===== src/rtl/fc_pkg.sv =====
// Shared definitions for the fully-connected layer datapath blocks.
package fc_pkg;

  typedef enum logic [0:0] {
    IDLE,
    SEND
  } fc_ser_state_e;

  // Counter/index width that stays at least one bit for degenerate sizes.
  function automatic int unsigned fc_cnt_width(input int unsigned n);
    return (n > 1) ? $clog2(n) : 1;
  endfunction

endpackage


===== src/rtl/fc_vector_serializer_if.sv =====
// Upstream vector handshake plus downstream FIFO write port of the serializer.
interface fc_vector_serializer_if #(
  parameter int unsigned WORD_SIZE    = 8,
  parameter int unsigned LAYER_HEIGHT = 4,
  parameter int unsigned LANES        = 1
);
  logic                                   valid_i;
  logic                                   ready_o;
  logic [LAYER_HEIGHT-1:0][WORD_SIZE-1:0] data_i;
  logic                                   wen_o;
  logic                                   full_i;
  logic [LANES-1:0][WORD_SIZE-1:0]        data_o;
  logic                                   last_o;

  modport slave (
    input  valid_i, data_i, full_i,
    output ready_o, wen_o, data_o, last_o
  );

  modport master (
    output valid_i, data_i, full_i,
    input  ready_o, wen_o, data_o, last_o
  );
endinterface


===== src/rtl/fc_beat_counter.sv =====
// Wrapping beat counter with synchronous clear (priority) and enable.
module fc_beat_counter
  import fc_pkg::*;
#(
  parameter int unsigned COUNT = 4,
  localparam int unsigned CW   = fc_cnt_width(COUNT)
) (
  input  logic          clk_i,
  input  logic          reset_i,
  input  logic          clr_i,
  input  logic          en_i,
  output logic [CW-1:0] count_o,
  output logic          last_o
);

  logic [CW-1:0] r_count;
  logic [CW-1:0] w_count_d;

  assign last_o  = (r_count == CW'(COUNT - 1));
  assign count_o = r_count;

  always_comb begin
    w_count_d = r_count;
    if (clr_i) begin
      w_count_d = '0;
    end else if (en_i) begin
      w_count_d = last_o ? '0 : r_count + CW'(1);
    end
  end

  always_ff @(posedge clk_i or negedge reset_i) begin
    if (!reset_i) begin
      r_count <= '0;
    end else begin
      r_count <= w_count_d;
    end
  end

endmodule


===== src/rtl/fc_vector_serializer.sv =====
// Captures a full layer vector and drains it into a FIFO, LANES words per write beat.
module fc_vector_serializer
  import fc_pkg::*;
#(
  parameter int unsigned WORD_SIZE    = 8,
  parameter int unsigned LAYER_HEIGHT = 4,
  parameter int unsigned LANES        = 1,
  parameter bit          MSW_FIRST    = 1'b0
) (
  input  logic                  clk_i,
  input  logic                  reset_i,
  fc_vector_serializer_if.slave bus,
  output logic                  busy_o
);

  localparam int unsigned BEATS = LAYER_HEIGHT / LANES;
  localparam int unsigned CW    = fc_cnt_width(BEATS);
  localparam int unsigned IW    = fc_cnt_width(LAYER_HEIGHT);

  if ((LAYER_HEIGHT < 1) || (LANES < 1) || ((LAYER_HEIGHT % LANES) != 0)) begin : g_bad_cfg
    $error("fc_vector_serializer: LANES must divide LAYER_HEIGHT");
  end

  fc_ser_state_e                          r_state;
  fc_ser_state_e                          w_state_d;
  logic [LAYER_HEIGHT-1:0][WORD_SIZE-1:0] r_vec;
  logic                                   w_load;
  logic                                   w_clr;
  logic                                   w_en;
  logic                                   w_ready;
  logic [CW-1:0]                          w_count;
  logic                                   w_cnt_last;
  logic [CW-1:0]                          w_beat;

  fc_beat_counter #(
    .COUNT(BEATS)
  ) u_beat_counter (
    .clk_i  (clk_i),
    .reset_i(reset_i),
    .clr_i  (w_clr),
    .en_i   (w_en),
    .count_o(w_count),
    .last_o (w_cnt_last)
  );

  always_comb begin
    w_state_d = r_state;
    w_load    = 1'b0;
    w_clr     = 1'b0;
    w_en      = 1'b0;
    w_ready   = 1'b0;
    bus.wen_o = 1'b0;
    unique case (r_state)
      IDLE: begin
        w_ready = 1'b1;
        if (bus.valid_i) begin
          w_load    = 1'b1;
          w_clr     = 1'b1;
          w_state_d = SEND;
        end
      end
      SEND: begin
        bus.wen_o = !bus.full_i;
        w_en      = !bus.full_i;
        // Final beat leaving this cycle frees the register for a same-edge accept.
        if (w_cnt_last && !bus.full_i) begin
          w_ready = 1'b1;
          if (bus.valid_i) begin
            w_load = 1'b1;
            w_clr  = 1'b1;
          end else begin
            w_state_d = IDLE;
          end
        end
      end
      default: w_state_d = IDLE;
    endcase
  end

  // Reset holds the state in IDLE, so only ready needs explicit gating.
  assign bus.ready_o = w_ready & reset_i;
  assign busy_o      = (r_state == SEND);

  always_ff @(posedge clk_i or negedge reset_i) begin
    if (!reset_i) begin
      r_state <= IDLE;
      r_vec   <= '0;
    end else begin
      r_state <= w_state_d;
      if (w_load) begin
        r_vec <= bus.data_i;
      end
    end
  end

  assign w_beat = MSW_FIRST ? (CW'(BEATS - 1) - w_count) : w_count;

  always_comb begin
    logic [IW-1:0] w_idx;
    bus.data_o = '0;
    bus.last_o = 1'b0;
    w_idx      = '0;
    if (r_state == SEND) begin
      bus.last_o = w_cnt_last;
      for (int l = 0; l < int'(LANES); l++) begin
        w_idx         = IW'(int'(w_beat) * int'(LANES) + l);
        bus.data_o[l] = r_vec[w_idx];
      end
    end
  end

endmodule


===== src/flat_wrapper.sv =====
// flat-port wrapper written by rule: the top's interface ports become plain ports
module fc_vector_serializer_flat import fc_pkg::*;
#(
  parameter int unsigned WORD_SIZE    = 8,
  parameter int unsigned LAYER_HEIGHT = 4,
  parameter int unsigned LANES        = 1,
  parameter bit          MSW_FIRST    = 1'b0
)
  (clk_i, reset_i, busy_o, bus_valid_i, bus_data_i, bus_full_i, bus_ready_o, bus_wen_o, bus_data_o, bus_last_o);
  fc_vector_serializer_if #(.WORD_SIZE(WORD_SIZE), .LAYER_HEIGHT(LAYER_HEIGHT), .LANES(LANES)) bus_i ();
  input  logic clk_i;
  input  logic reset_i;
  output logic busy_o;
  input wire logic [$bits(bus_i.valid_i)-1:0] bus_valid_i;
  input wire logic [$bits(bus_i.data_i)-1:0] bus_data_i;
  input wire logic [$bits(bus_i.full_i)-1:0] bus_full_i;
  output wire logic [$bits(bus_i.ready_o)-1:0] bus_ready_o;
  output wire logic [$bits(bus_i.wen_o)-1:0] bus_wen_o;
  output wire logic [$bits(bus_i.data_o)-1:0] bus_data_o;
  output wire logic [$bits(bus_i.last_o)-1:0] bus_last_o;
  assign bus_i.valid_i = bus_valid_i;
  assign bus_i.data_i = bus_data_i;
  assign bus_i.full_i = bus_full_i;
  assign bus_ready_o = bus_i.ready_o;
  assign bus_wen_o = bus_i.wen_o;
  assign bus_data_o = bus_i.data_o;
  assign bus_last_o = bus_i.last_o;
  fc_vector_serializer #(.WORD_SIZE(WORD_SIZE), .LAYER_HEIGHT(LAYER_HEIGHT), .LANES(LANES), .MSW_FIRST(MSW_FIRST)) u_core (.clk_i(clk_i), .reset_i(reset_i), .bus(bus_i), .busy_o(busy_o));
endmodule

===== config.mk =====
export PLATFORM = sky130hd
export DESIGN_NAME = fc_vector_serializer_flat
export DESIGN_NICKNAME = d
export VERILOG_FILES = /design/src/rtl/fc_pkg.sv /design/src/rtl/fc_vector_serializer_if.sv /design/src/rtl/fc_beat_counter.sv /design/src/rtl/fc_vector_serializer.sv /design/src/flat_wrapper.sv
export SDC_FILE = /design/constraint.sdc
export NUM_CORES = 1
export LEC_CHECK = 0
export ABC_CLOCK_PERIOD_IN_PS = 4100
export CAP_MARGIN = 20
export CORE_MARGIN = 2
export CORE_UTILIZATION = 50
export CTS_BUF_LIST = sky130_fd_sc_hd__clkbuf_16
export CTS_CLUSTER_SIZE = 12
export DETAILED_ROUTE_END_ITERATION = 10
export GPL_TIMING_DRIVEN = 0
export PLACE_DENSITY = 0.9
export SLEW_MARGIN = 20
export SYNTH_ARGS = -nofsm -noshare
export SYNTH_HDL_FRONTEND = slang
export SYNTH_SLANG_ARGS = --single-unit

===== constraint.sdc =====
create_clock -name clk_i -period 4.1 [get_ports clk_i]
set_clock_uncertainty 0.15 [all_clocks]
set_input_delay 0.41 -clock clk_i [delete_from_list [all_inputs] [get_ports clk_i]]
set_output_delay 0.41 -clock clk_i [all_outputs]
set_load 0.05 [all_outputs]

# Word level (Yosys, flattened, before mapping)
# Cells that the tools add are included.
dict set report classes {
  muxes 15
  n_addsub 1
  n_lt_le_gt_ge 1
  eq_ne 1
  n_bitwise 2
  reduce_logical 3
}
# cell count
set op_table {}
lappend op_table {{8-bit binary-select mux with 2-bit select} 1}
lappend op_table {{8-bit two-way mux} 2}
lappend op_table {{1-bit two-way mux} 6}
lappend op_table {{2-bit two-way mux} 3}
lappend op_table {{1-bit one-hot mux with 2 select lines} 3}
lappend op_table {{2-bit by 3-bit < comparator with 1-bit output (second input constant)} 1}
lappend op_table {{2-bit by 1-bit adder with 2-bit output (second input constant)} 1}
lappend op_table {{2-bit == test (second input constant)} 1}
lappend op_table {{2-bit nonzero test} 1}
lappend op_table {{1-bit AND} 1}
lappend op_table {{1-bit logical AND} 1}
lappend op_table {{1-bit logical NOT} 1}
lappend op_table {{1-bit inverter} 1}
dict set report totals {
  wordCells 29
  register_bits 35
  output_inout_bits 12
  in_bits 36
}

# Logic depth before layout (Yosys ltp)
dict set report logic_depth {
  ltp_word 5
  ltp_mapped 5
  depth_no_buf 4
}

# Modules after synthesis
# Synthesis repeated with hierarchy kept, for this count alone.
dict set report hier_totals {
  hier_cells 112
  area_unflattened_um2 1620.3
}
# mod cells_per_inst instances seq_area_each_um2 area_each_um2
set by_module_without_submodules {}
lappend by_module_without_submodules {fc_vector_serializer 104 1 825.8 1520.2}
lappend by_module_without_submodules {fc_beat_counter 8 1 50.0 100.1}

# Worst setup path before layout
# Ideal clock, no wire load.
dict set report synth_path {
  path_type {register -> output}
  start {reg u_core.r_state (netlist: u_core.busy_o)}
  end {out bus_data_o[6]}
  slack_ns 1.729
  required_ns 3.540
  arrival_ns 1.811
  path_stages_with_launch 3
  n_path_buf 0
  cell_sequence {dfrtp_1 nand2_1 o22ai_1}
}
dict set report synth_between {
  elab_chain_len 1
}
# element line
set synth_lines {}
lappend synth_lines {{from (decl)} fc_vector_serializer.sv:24} ;# fc_ser_state_e r_state;
lappend synth_lines {{from (signal assigned)} fc_vector_serializer.sv:89} ;# r_state <= w_state_d;
lappend synth_lines {{8-bit two-way mux} fc_vector_serializer.sv:103} ;# if (r_state == SEND) begin
lappend synth_lines {{to (decl)} flat_wrapper.sv:19} ;# output wire logic [$bits(bus_i.data_o)-1:0] bus_data_o;
# No other way between the ends.

# Worst setup path in the final report
dict set report layout_path {
  start {in reset_i}
  end {out bus_ready_o}
}
dict set report layout_between {
  elab_chain_len 1
}
# element line
set layout_lines {}
lappend layout_lines {{from (decl)} flat_wrapper.sv:12} ;# input logic reset_i;
lappend layout_lines {{1-bit AND} fc_vector_serializer.sv:81} ;# assign bus.ready_o = w_ready & reset_i;
lappend layout_lines {{to (decl)} flat_wrapper.sv:17} ;# output wire logic [$bits(bus_i.ready_o)-1:0] bus_ready_o;
# No other way between the ends.

==> flow_summary.json <==
{
  "maxCapViolations": 0,
  "cts_root_buf": "clkbuf_16",
  "final_nets": 205,
  "synth_nets": 149,
  "p_leak_uw": 0.00100,
  "finalSetupViolCount": 0,
  "cts_tree": "yes",
  "max_stage_delay_ns": 0.79,
  "avgRoutedWirePerCell_microns": 17.4,
  "power_frac_clock_pct": 20.1,
  "synth_seq_area_share_pct": 54.3,
  "syn_to_final_growth_pct": 44.8,
  "dr.pass1.iters": 4,
  "drc": 0,
  "grt_start_max_net_pins": 23,
  "routed_wl_microns": 3700,
  "tightest_slew_ns": 0.500,
  "cp-end-kind": "output port",
  "initialDrtViolationCount": 28,
  "dp.cells": 204,
  "period_share_pct": 72.7,
  "fp.dieH_microns": 60.8,
  "cts_made_buffers": 5,
  "drv_slew": 0,
  "path_cells": "dlygate4sd3_1, buf_2, buf_16, and2_1, clkdlybuf4s50_1",
  "grt_antenna_before_repair": 0,
  "via_per_inst": 5.27,
  "period_needed_ns": 2.98,
  "cts_resized": 0,
  "grt_setup_unrepaired": "false",
  "gp_congestion": 0.768,
  "place_ws_ns": 1.52,
  "seq_power_share_pct": 29.7,
  "grt_pass1_vias": 1224,
  "synth_top_area_share_pct": 54.3,
  "status": "complete, no violations",
  "yosysTopAreaCell": "dfrtp_1",
  "initial_core_util_pct": 52.8,
  "route.met3.wl_microns": 269,
  "hold_start": "u_core.r_vec[16]",
  "netlist_top_cells_area": "dfrtp_1 54%, mux2_2 22%, mux2i_1 11%, o22ai_1 3.1%, buf_6 2.1%",
  "grt_pass1_wl_microns": 5780,
  "synth-seq-cells": 35,
  "r2r_start": "u_core.u_beat_counter.count_o[1]",
  "power_uw": 2090,
  "timing.final.hold_violations": 0,
  "syn_inst": 112,
  "reg2reg_depth": 5,
  "max_slew_margin_pct": 66.5,
  "met2_length_microns": 1910,
  "clk_latency_ns": 0.28,
  "instances_no_fill": 213,
  "irDropWorstVdd_v": 0.000760,
  "max-clock-path-buffers": 2,
  "hold_depth": 1,
  "diodes": 0,
  "tns_ns": 0,
  "switchingPower_uw": 826,
  "num_io_pins": 48,
  "postRouteAntennaNets": 0,
  "sw_frac_of_total_pct": 39.4,
  "htreeDepth": 2,
  "path_class": "input pin to output port",
  "vias": 1123,
  "p_per_area_nw_per_um2": 897,
  "grtUsageTotal_pct": 22.3,
  "finish.instance_area_sq_um": 2330,
  "critical_path_peak_fanout": 22,
  "syn_area_sq_um": 1610,
  "drive_gt1_share_pct": 28.4,
  "dpl_cell_area_sq_um": 2160,
  "rows": 20,
  "chipWidth_microns": 60.8,
  "p_int_uw": 1270,
  "clock_sinks": 35,
  "fmax_mhz": 336,
  "critPathLaunchType": "input pin",
  "top_layer_used": "met4",
  "hp-class": "flip-flop to flip-flop",
  "yosys_warnings": 0,
  "m1WireLength_microns": 1500,
  "grt_overflow": 0,
  "required_ns": 3.54,
  "crit_arrival_ns": 2.42,
  "setup_ws_ns": 1.12,
  "avgSynthCellArea_sq_um": 14.4,
  "post-dp-hpwl_microns": 2610,
  "pwr-share-comb_pct": 50.2,
  "core_region_area_sq_um": 3050,
  "clk_pin_slew_ns": 0.05,
  "cp-startpoint": "reset_i",
  "port_buffers": 47,
  "synthDistinctLibCells": 16,
  "slowest_stage": "clkdlybuf4s50_1",
  "dieArea_sq_um": 3690
}
==> state kept, by name, indices dropped and copies added (netlist names) <==
| signal | count |
|---|---|
| u_core.u_beat_counter.count_o | 2 |
| u_core.r_vec | 32 |
| u_core.busy_o | 1 |
==> final timing paths <==
kind | to | slack, ns
min in group asynchronous | u_core.r_vec[20] | 0.43
worst min-delay path | u_core.r_vec[16] | 0.35
max in group asynchronous | u_core.r_vec[15] | 2.95
worst max register to register | u_core.r_vec[2] | 2.24
worst max-delay path | bus_ready_o | 1.12
worst min register to register | u_core.r_vec[16] | 0.35
==> routing by layer <==
layer / track usage, % / vias up
met5: 0 / -
met4: 4.97 / 0
met3: 7.46 / 4
met2: 39.0 / 44
met1: 26.8 / 562
li1: - / 513
==> power groups by stage <==
stage	clock, uW	combinational, uW	sequential [uW]
global route	440	1110	637
floorplan	0	750	595
detailed placement	0	1050	621
CTS	423	1060	620
finish	420	1050	622
global placement	0	1020	605
==> per-stage QoR <==
stage | hold WS, ns | util [%]
CTS | 0.357 | 76.4
finish | 0.353 | 76.4
global route | 0.371 | 76.4
global placement | 0.339 | 70.0
floorplan | -0.0356 | -
detailed placement | 0.202 | 70.7
==> cell families (layout without fill, tap and decap cells) <==
logic type / count (synthesis) / in the layout / share of synthesized area, %
mux: 50 / 50 / 33.5
simple gates: 11 / 11 / 3.96
flops: 35 / 35 / 54.3
fa+ha+maj: 1 / 1 / 0.776
compound gates: 9 / 9 / 4.27
buf+inv: 6 / 63 / 3.11
==> area by class of cell <==
class / instances / area [sq um]
Sequential cell: 35 / 876
Fill cell: 209 / 719
Multi-Input combinational cell: 71 / 686
Timing Repair Buffer: 49 / 503
Clock buffer: 5 / 125
Tap cell: 44 / 55.1
Buffer: 6 / 50.0
Clock inverter: 3 / 38.8
==> synth_stat cells <==
library cell	instances
dfrtp_1	35
mux2_2	32
mux2i_1	18
o22ai_1	8
buf_6	3
nor2_1	3
and2_1	2
nand2_1	2
nand2b_1	2
a21boi_4	1
buf_1	1
buf_2	1
buf_4	1
ha_1	1
nand2b_4	1
nor2b_1	1
==> repair_timing <==
| action | in CTS | in global routing |
|---|---|---|
| setup buffers | 0 | 0 |
| hold buffers | 1 | 0 |
| endpoints found under the setup margin | 0 | 0 |
| endpoints found under the hold margin | 14 | 0 |
==> cells in the final DEF, fill, tap and decap left out, drive strengths merged, types with 2 or more instances in the layout <==
cell / Yosys / routed
clkdlybuf4s50: 0 / 46
dfrtp: 35 / 35
mux2: 32 / 32
mux2i: 18 / 18
o22ai: 8 / 8
buf: 6 / 8
clkbuf: 0 / 5
nor2: 3 / 3
nand2b: 3 / 3
nand2: 2 / 2
and2: 2 / 2
clkinv: 0 / 2
==> critical path: cells and delay by family <==
kind	cells	cell delay (ns)
buffers and inverters	4	1.86
and+or+nand+nor	1	0.14
Power figures use the tool's default switching activity.
